$ cat config.mk
export PLATFORM = sky130hd
export DESIGN_NAME = dm_lsu
export DESIGN_NICKNAME = d
export VERILOG_FILES = /design/src/rtl/dm_lsu.sv
export SDC_FILE = /design/constraint.sdc
export NUM_CORES = 1
export LEC_CHECK = 0
export BUFFER_PORTS_ARGS = -buffer_cell sky130_fd_sc_hd__buf_4
export CORE_ASPECT_RATIO = 1.4
export CORE_MARGIN = 2
export CORE_UTILIZATION = 46
export CTS_CLUSTER_DIAMETER = 100
export DETAILED_ROUTE_END_ITERATION = 10
export PLACE_DENSITY = 0.77
export SLEW_MARGIN = 20
export SYNTH_ARGS = -nofsm -noshare
export SYNTH_HDL_FRONTEND = slang
export SYNTH_SLANG_ARGS = --single-unit
$ cat constraint.sdc
create_clock -name clk -period 1.94 [get_ports clk]
set_input_delay 0.388 -clock clk [delete_from_list [all_inputs] [get_ports clk]]
set_output_delay 0.388 -clock clk [all_outputs]
set_load 0.01 [all_outputs]
$ cat src/rtl/dm_lsu.sv
// Load/store unit driving the byte-addressed data memory dm: one request in flight,
// IDLE -> ACCESS -> RESP. Optional misaligned-access trap under LSU_MISALIGN_TRAP_EN.
module dm_lsu #(
   parameter int ADDR_W = 10
) (
   input  logic              clk,
   input  logic              rstn,
   input  logic              req_valid,
   output logic              req_ready,
   input  logic              req_we,
   input  logic [2:0]        req_funct3,
   input  logic [31:0]       req_addr,
   input  logic [31:0]       req_wdata,
   output logic              rsp_valid,
   input  logic              rsp_ready,
   output logic [31:0]       rsp_rdata,
   output logic              rsp_err,
   output logic [3:0]        mem_wea,
   output logic [ADDR_W-1:0] mem_addra,
   output logic [31:0]       mem_dina,
   input  logic [31:0]       mem_douta
);

   typedef enum logic [1:0] {IDLE, ACCESS, RESP} state_t;

   state_t              state_q, state_d;
   logic                we_q, we_d;
   logic [2:0]          funct3_q, funct3_d;
   logic [ADDR_W-1:0]   addr_q, addr_d;
   logic [31:0]         wdata_q, wdata_d;
   logic [31:0]         rdata_q, rdata_d;
   logic                err_q, err_d;

   logic [3:0]          st_mask;
   logic                legal;
   logic                misalign;
   logic                acc_err;
   logic [31:0]         ld_ext;

   // Upper address bits alias onto the dm address space.
   logic unused_addr_hi;
   assign unused_addr_hi = ^req_addr[31:ADDR_W];

   always_comb begin
      st_mask = 4'b0000;
      case (funct3_q)
         3'b000:  st_mask = 4'b0001;
         3'b001:  st_mask = 4'b0011;
         3'b010:  st_mask = 4'b1111;
         default: st_mask = 4'b0000;
      endcase
   end

   always_comb begin
      legal = 1'b0;
      if (we_q)
         legal = (funct3_q == 3'b000) || (funct3_q == 3'b001) || (funct3_q == 3'b010);
      else
         legal = (funct3_q == 3'b000) || (funct3_q == 3'b001) || (funct3_q == 3'b010) ||
                 (funct3_q == 3'b100) || (funct3_q == 3'b101);
   end

`ifdef LSU_MISALIGN_TRAP_EN
   assign misalign = ((funct3_q[1:0] == 2'b01) && addr_q[0]) ||
                     ((funct3_q[1:0] == 2'b10) && (addr_q[1:0] != 2'b00));
`else
   assign misalign = 1'b0;
`endif

   assign acc_err = !legal || misalign;

   always_comb begin
      ld_ext = 32'h0;
      case (funct3_q)
         3'b000:  ld_ext = {{24{mem_douta[7]}}, mem_douta[7:0]};
         3'b001:  ld_ext = {{16{mem_douta[15]}}, mem_douta[15:0]};
         3'b010:  ld_ext = mem_douta;
         3'b100:  ld_ext = {24'h0, mem_douta[7:0]};
         3'b101:  ld_ext = {16'h0, mem_douta[15:0]};
         default: ld_ext = 32'h0;
      endcase
   end

   always_comb begin
      state_d  = state_q;
      we_d     = we_q;
      funct3_d = funct3_q;
      addr_d   = addr_q;
      wdata_d  = wdata_q;
      rdata_d  = rdata_q;
      err_d    = err_q;
      case (state_q)
         IDLE: begin
            if (req_valid) begin
               we_d     = req_we;
               funct3_d = req_funct3;
               addr_d   = req_addr[ADDR_W-1:0];
               wdata_d  = req_wdata;
               state_d  = ACCESS;
            end
         end
         ACCESS: begin
            // Stores and rejected requests both return zero data.
            err_d   = acc_err;
            rdata_d = (acc_err || we_q) ? 32'h0 : ld_ext;
            state_d = RESP;
         end
         RESP: begin
            if (rsp_ready)
               state_d = IDLE;
         end
         default: state_d = IDLE;
      endcase
   end

   always_ff @(posedge clk or negedge rstn) begin
      if (!rstn) begin
         state_q  <= IDLE;
         we_q     <= 1'b0;
         funct3_q <= 3'b000;
         addr_q   <= '0;
         wdata_q  <= 32'h0;
         rdata_q  <= 32'h0;
         err_q    <= 1'b0;
      end else begin
         state_q  <= state_d;
         we_q     <= we_d;
         funct3_q <= funct3_d;
         addr_q   <= addr_d;
         wdata_q  <= wdata_d;
         rdata_q  <= rdata_d;
         err_q    <= err_d;
      end
   end

   // Memory-side outputs decode straight from state so reset kills a write at once.
   assign req_ready = (state_q == IDLE);
   assign rsp_valid = (state_q == RESP);
   assign rsp_rdata = rdata_q;
   assign rsp_err   = err_q;
   assign mem_wea   = (state_q == ACCESS && we_q && !acc_err) ? st_mask : 4'b0000;
   assign mem_addra = (state_q == ACCESS) ? addr_q : '0;
   assign mem_dina  = (state_q == ACCESS && we_q) ? wdata_q : 32'h0;

endmodule

Word level (Yosys, flattened, before mapping)
Cells that the tools add are included.
{"block": "op_classes", "n_eq_ne": 8, "n_mux": 10, "n_reduce_logical": 12}
{"cell": "$pmux W32 S5", "count": 1}
{"cell": "$mux W32", "count": 2}
{"cell": "$pmux W4 S3", "count": 1}
{"cell": "$mux W10", "count": 1}
{"cell": "$eq A3 B3 Y1 const B", "count": 2}
{"cell": "$pmux W2 S3", "count": 1}
{"cell": "$logic_or A1 B1 Y1", "count": 5}
{"cell": "$mux W2", "count": 2}
{"cell": "$mux W4", "count": 1}
{"cell": "$reduce_and A2 Y1", "count": 2}
{"cell": "$eq A3 B1 Y1 const B", "count": 1}
{"cell": "$eq A3 B2 Y1 const B", "count": 1}
{"cell": "$logic_not A3 Y1", "count": 1}
{"cell": "$eq A2 B1 Y1 const B", "count": 1}
{"cell": "$eq A2 B2 Y1 const B", "count": 1}
{"cell": "$logic_and A1 B1 Y1", "count": 2}
{"cell": "$logic_not A2 Y1", "count": 1}
{"cell": "$ne A2 B1 Y1 const B", "count": 1}
{"cell": "$ne A2 B2 Y1 const B", "count": 1}
{"cell": "$logic_not A1 Y1", "count": 1}
{"cell": "$mux W1", "count": 1}
{"block": "totals", "register_bits": 81, "in_bits": 104, "output_inout_bits": 81, "wordCells": 37}

Logic depth before layout (Yosys ltp)
{"block": "logic_depth", "depth_word": 9, "depth_mapped": 6, "mapped_depth_nobuf": 3}

Worst setup path after synthesis
OpenSTA, ideal clock, no wires.
{"block": "synth_path", "path_kind": "register to output", "startpoint": "register funct3_q[0]", "endpoint": "output mem_wea[3]", "t_arrival_ns": 1.440, "t_required_ns": 1.552, "slack_ns": 0.112, "stages_incl_launch_ff": 6, "n_path_buf": 3, "cell_sequence": "dfrtp_1 > buf_6 > nor3b_2 > buf_2 > and3_1 > buf_4"}
{"block": "synth_between", "elab_chain_len": 8, "word_cells_on_any_way": 13, "classes_between": "4 x eq/ne; 3 x mux; 6 x reduce/logical"}
{"item": "start: declaration", "line_no": "28", "rtl": "logic [2:0] funct3_q, funct3_d;"}
{"item": "start signal: assignment", "line_no": "128", "rtl": "funct3_q <= funct3_d;"}
{"item": "$eq A3 B1 Y1 / $logic_not A3 Y1 (equally long branches)", "line_no": "46, 57, 59"}
{"item": "$logic_or A1 B1 Y1 (2 in a row)", "line_no": "57, 59"}
{"item": "$logic_or A1 B1 Y1", "line_no": "59", "rtl": "legal = (funct3_q == 3'b000) || (funct3_q == 3'b001) || (funct3_q == 3'b010) ||"}
{"item": "$logic_or A1 B1 Y1", "line_no": "60", "rtl": "(funct3_q == 3'b100) || (funct3_q == 3'b101);"}
{"item": "$mux W1", "line_no": "56", "rtl": "if (we_q)"}
{"item": "$logic_and A1 B1 Y1", "line_no": "141", "rtl": "assign mem_wea = (state_q == ACCESS && we_q && !acc_err) ? st_mask : 4'b0000;"}
{"item": "$mux W4 *", "line_no": "141"}
{"item": "end: declaration", "line_no": "18", "rtl": "output logic [3:0] mem_wea,"}
Mark *: on every way between the ends. The rest lies on a longest branch, timed or not.

Worst setup path after layout
{"block": "layout_path", "startpoint": "register funct3_q[0]", "endpoint": "output mem_wea[2]"}
The elaborated chain is that of the path after synthesis.

==> results.py <==
metrics = {
    "floorplanning": {
        "die_height_um": 111,
        "floorplan.die_area_um2": 8990,
        "row_count": 39,
        "io_pins": 185,
        "die_w_um": 80.7,
        "initial_core_util_pct": 46.8,
        "placeable_core_region_um2": 8100,
    },
    "clock_network": {
        "cts_buffers": 9,
        "path_clk_slew_ns": 0.06,
        "cts_tree": "done",
        "count_of_h_tree_levels_built_during_cts": 3,
        "clk-insertion-delay-late_ns": 0.33,
        "post_cts_hold_buffers": 0,
        "tritoncts_num_sinks": 81,
        "cts_root_buffer": "sky130_fd_sc_hd__clkbuf_16",
        "cts-root-to-sink-buffers": 2,
    },
    "place": {
        "gp_routability_congestion": 0.728,
        "dp_cells": 556,
        "place.detailed.hpwl_um": 6870,
        "portBuffers": 162,
        "dpl_cell_area_um2": 5120,
    },
    "power_and_ir_drop": {
        "fin_total_pwr_mw": 7.73,
        "total_leakage_power_nw": 2.66,
        "power.density_cell_area_nw_per_um2": 1420,
        "ir_worst_vdd_mv": 0.780,
    },
    "global_route": {
        "grt.total_usage_pct": 21.1,
        "grt.overflow.total": 0,
        "first_global_vias": 3133,
        "number_of_antenna_violations_at_the_first_check_in_global_routing": 0,
        "largest_net_degree_at_the_start_of_global_routing": 46,
        "global_route_wire_length_before_repair_um": 14700,
    },
    "timing": {
        "setup_viol_count_final": 0,
        "hold_viol": 0,
        "timing.slew.headroom_pct": 44.0,
        "timing.final.crit_share_pct": 96.5,
        "maxClockFrequency_ghz": 0.534,
        "setup_total_negative_slack_ns": 0,
        "timing_max_transition_violations_final": 0,
        "final.hold.worst_slack_ns": 0.00804,
        "final.setup_skew_ns": 0.00500,
        "worst_pin_slew_ns": 0.840,
        "unrepaired_setup_endpoints_after_global_routing": "no",
        "finalWorstPathRequiredPeriod_ns": 1.87,
    },
    "synth": {
        "ys_async_sr_fraction_pct": 100,
        "synth_fa_ha_area_share_pct": 0,
        "syn_avg_cell_area_um2": 12.3,
        "syn_inst": 309,
        "synth_mux_area_share_pct": 16.3,
        "dominantRegCellSynth": "sky130_fd_sc_hd__dfrtp_1",
        "combinational_family_with_the_most_area_after_synthesis": "multiplexers",
        "synth.top_cell.area_share_pct": 53.5,
        "synthMostInstantiatedCell": "sky130_fd_sc_hd__dfrtp_1",
        "post_synth_and_or_nand_nor_area_fraction_pct": 11.7,
        "yosysUniqueCellTypes": 27,
        "synthTopCellsByCount": "sky130_fd_sc_hd__dfrtp_1, sky130_fd_sc_hd__mux2_2, sky130_fd_sc_hd__and3_1",
        "synth.largest_area_cell": "sky130_fd_sc_hd__dfrtp_1",
        "syn_std_cell_area_um2": 3790,
        "netlist_top_cells_area": "sky130_fd_sc_hd__dfrtp_1, sky130_fd_sc_hd__mux2_2, sky130_fd_sc_hd__and3_1",
        "post_synthesis_compound_gate_area_fraction_pct": 14.2,
        "synthesis.yosys.warnings": 0,
        "synth_xor_xnor_area_share_pct": 0.231,
        "seq_total_area_yosys_pct": 53.5,
        "syn_nets": 413,
        "synth_seq_cells": 81,
        "synth_enable_flop_cells": 0,
    },
    "route": {
        "postRouteWirelength_um": 9430,
        "detailedRoute.firstPassIterationCount": 4,
        "dr.first_iter.drc_count": 70,
        "wl_per_cell_um": 16.4,
        "drt-vias-per-instance": 5.33,
        "number_of_antenna_violating_nets_in_the_routed_design": 0,
        "drc": 0,
        "via_count": 3057,
    },
    "worst_setup_path": {
        "reg2reg_setup_slack_ns": 0.23,
        "timing.critical_path.slowest_stage_cell": "sky130_fd_sc_hd__dfrtp_2",
        "r2r-start": "funct3_q[0]",
        "worstPathMaxFanout": 5,
        "timing.setup.critical_path_class": "reg -> out",
        "timing.critical_path.required_ns": 1.55,
        "critical_path.startpoint_type": "register",
        "worstSetupEndpointType": "output port",
        "timing.reg2reg.worst_path_depth": 4,
        "series_of_cell_instances_along_the_critical_path": "buf_4, nor3b_2, and3_1, buf_4",
        "critical_path_max_stage_delay_ns": 0.43,
        "crit_path_frequent_cell": "sky130_fd_sc_hd__buf_4",
        "critical_path_arrival_ns": 1.48,
        "rr_endpoint": "rsp_rdata[22]",
        "critical_path.n_buffers_inverters": 2,
        "critPathTopFamily": "simple AND/OR/NAND/NOR gates",
    },
    "cells_and_area": {
        "final_cell_area_um2": 5460,
        "n_antenna_cell": 0,
        "layoutNonFillerInstCount": 574,
        "fillCellCount": 655,
        "ratio_of_cells_with_drive_above_1_in_the_final_layout_pct": 58.1,
        "layout.nets": 572,
        "area_growth_pct": 44.1,
    },
    "worst_hold_path": {
        "min-delay-path-class": "in -> async",
    },
    "status": {
        "outcome": "completed",
    },
    "run": {
        "drv_cap": 0,
    },
}
[timing repair]
action                     CTS  global route
gates resized for setup      3             6
buffers inserted             0             3
setup endpoints to repair   24            16
[report_power, final]
group,switching (mW),internal [mW]
Clock,0.632,1.06
Sequential,0.473,2.40
Combinational,1.44,1.73
Total,2.54,5.18
[sequential cells by signal (all words and copies together), names as in the netlist]
name and flops:
funct3_q 3, rsp_rdata 32, state_q 2, we_q 1, wdata_q 32, addr_q 10
rsp_err 1
[placed cells by master (no fill, tap or decap)]
cell                          n
sky130_fd_sc_hd__nand2_1     26
sky130_fd_sc_hd__mux2_2      54
sky130_fd_sc_hd__nor2_1       2
sky130_fd_sc_hd__xnor2_1      1
sky130_fd_sc_hd__inv_1        1
sky130_fd_sc_hd__and2_1      10
sky130_fd_sc_hd__nor2b_4      1
sky130_fd_sc_hd__a22o_1       8
sky130_fd_sc_hd__clkbuf_16    9
sky130_fd_sc_hd__a211oi_2     1
sky130_fd_sc_hd__buf_4      172
sky130_fd_sc_hd__nor2b_2      1
sky130_fd_sc_hd__or3_1        1
sky130_fd_sc_hd__o21ai_0      6
sky130_fd_sc_hd__bufinv_16    1
sky130_fd_sc_hd__clkbuf_1     1
sky130_fd_sc_hd__nor3_1       1
sky130_fd_sc_hd__a22oi_2     17
sky130_fd_sc_hd__a22oi_1     24
sky130_fd_sc_hd__buf_6        2
sky130_fd_sc_hd__nand2b_2     1
sky130_fd_sc_hd__nor3b_2      1
sky130_fd_sc_hd__and3_1      33
sky130_fd_sc_hd__mux2i_1      1
sky130_fd_sc_hd__nor2b_1      1
sky130_fd_sc_hd__clkinv_2     2
sky130_fd_sc_hd__nand2b_1     1
sky130_fd_sc_hd__dfrtp_2      4
sky130_fd_sc_hd__dfrtp_1     77
sky130_fd_sc_hd__buf_12       3
sky130_fd_sc_hd__or2_4        1
sky130_fd_sc_hd__and2_2       1
sky130_fd_sc_hd__o21ai_1      4
sky130_fd_sc_hd__a211o_4      1
sky130_fd_sc_hd__clkbuf_8     2
[cell type report]
type | count | area (µm²) | area share, %
clock inverters | 3 | 40.0 | 0.733
clock buffers | 12 | 256 | 4.70
flip-flops and latches | 81 | 2030 | 37.2
inverters | 1 | 3.75 | 0.0687
repair buffers | 177 | 1370 | 25.2
multi-input cells | 198 | 1630 | 29.8
well taps | 102 | 128 | 2.34
[kinds of logic after synthesis]
family | after synthesis
compound gates | 61
xor+xnor | 1
buf+inv | 30
flops | 81
mux | 55
simple gates | 81
[per-layer routing]
layer | vias to the layer above | wire (µm) | GRT usage (%)
li1 | 1438 | - | -
met1 | 1498 | 3600 | 24.2
met2 | 110 | 4870 | 35.9
met3 | 11 | 836 | 8.18
met4 | 0 | 121 | 6.78
met5 | - | 0 | 0
[stage by stage]
step / worst slack, ns / utilization [%]
after CTS: 0.00214 / 66.9
after detailed placement: 0.257 / 63.2
final: 0.0671 / 67.4
after floorplan: 0.112 / -
after global routing: 0.0109 / 67.4
after global placement: 0.280 / 63.2
[how the worst max path moves through the flow]
stage | start | slack, ns | endpoint | cells past startpoint
6_report | funct3_q[0] | 0.07 | mem_wea[2] | 4
5_1_grt | we_q | 0.01 | mem_wea[2] | 3
3_5_place_dp | we_q | 0.26 | mem_wea[2] | 3
4_1_cts | funct3_q[0] | 0.002 | mem_wea[0] | 4
3_3_place_gp | we_q | 0.28 | mem_wea[2] | 3
2_1_floorplan | funct3_q[0] | 0.11 | mem_wea[3] | 5
Note: power is estimated with default switching activity, not from simulation.
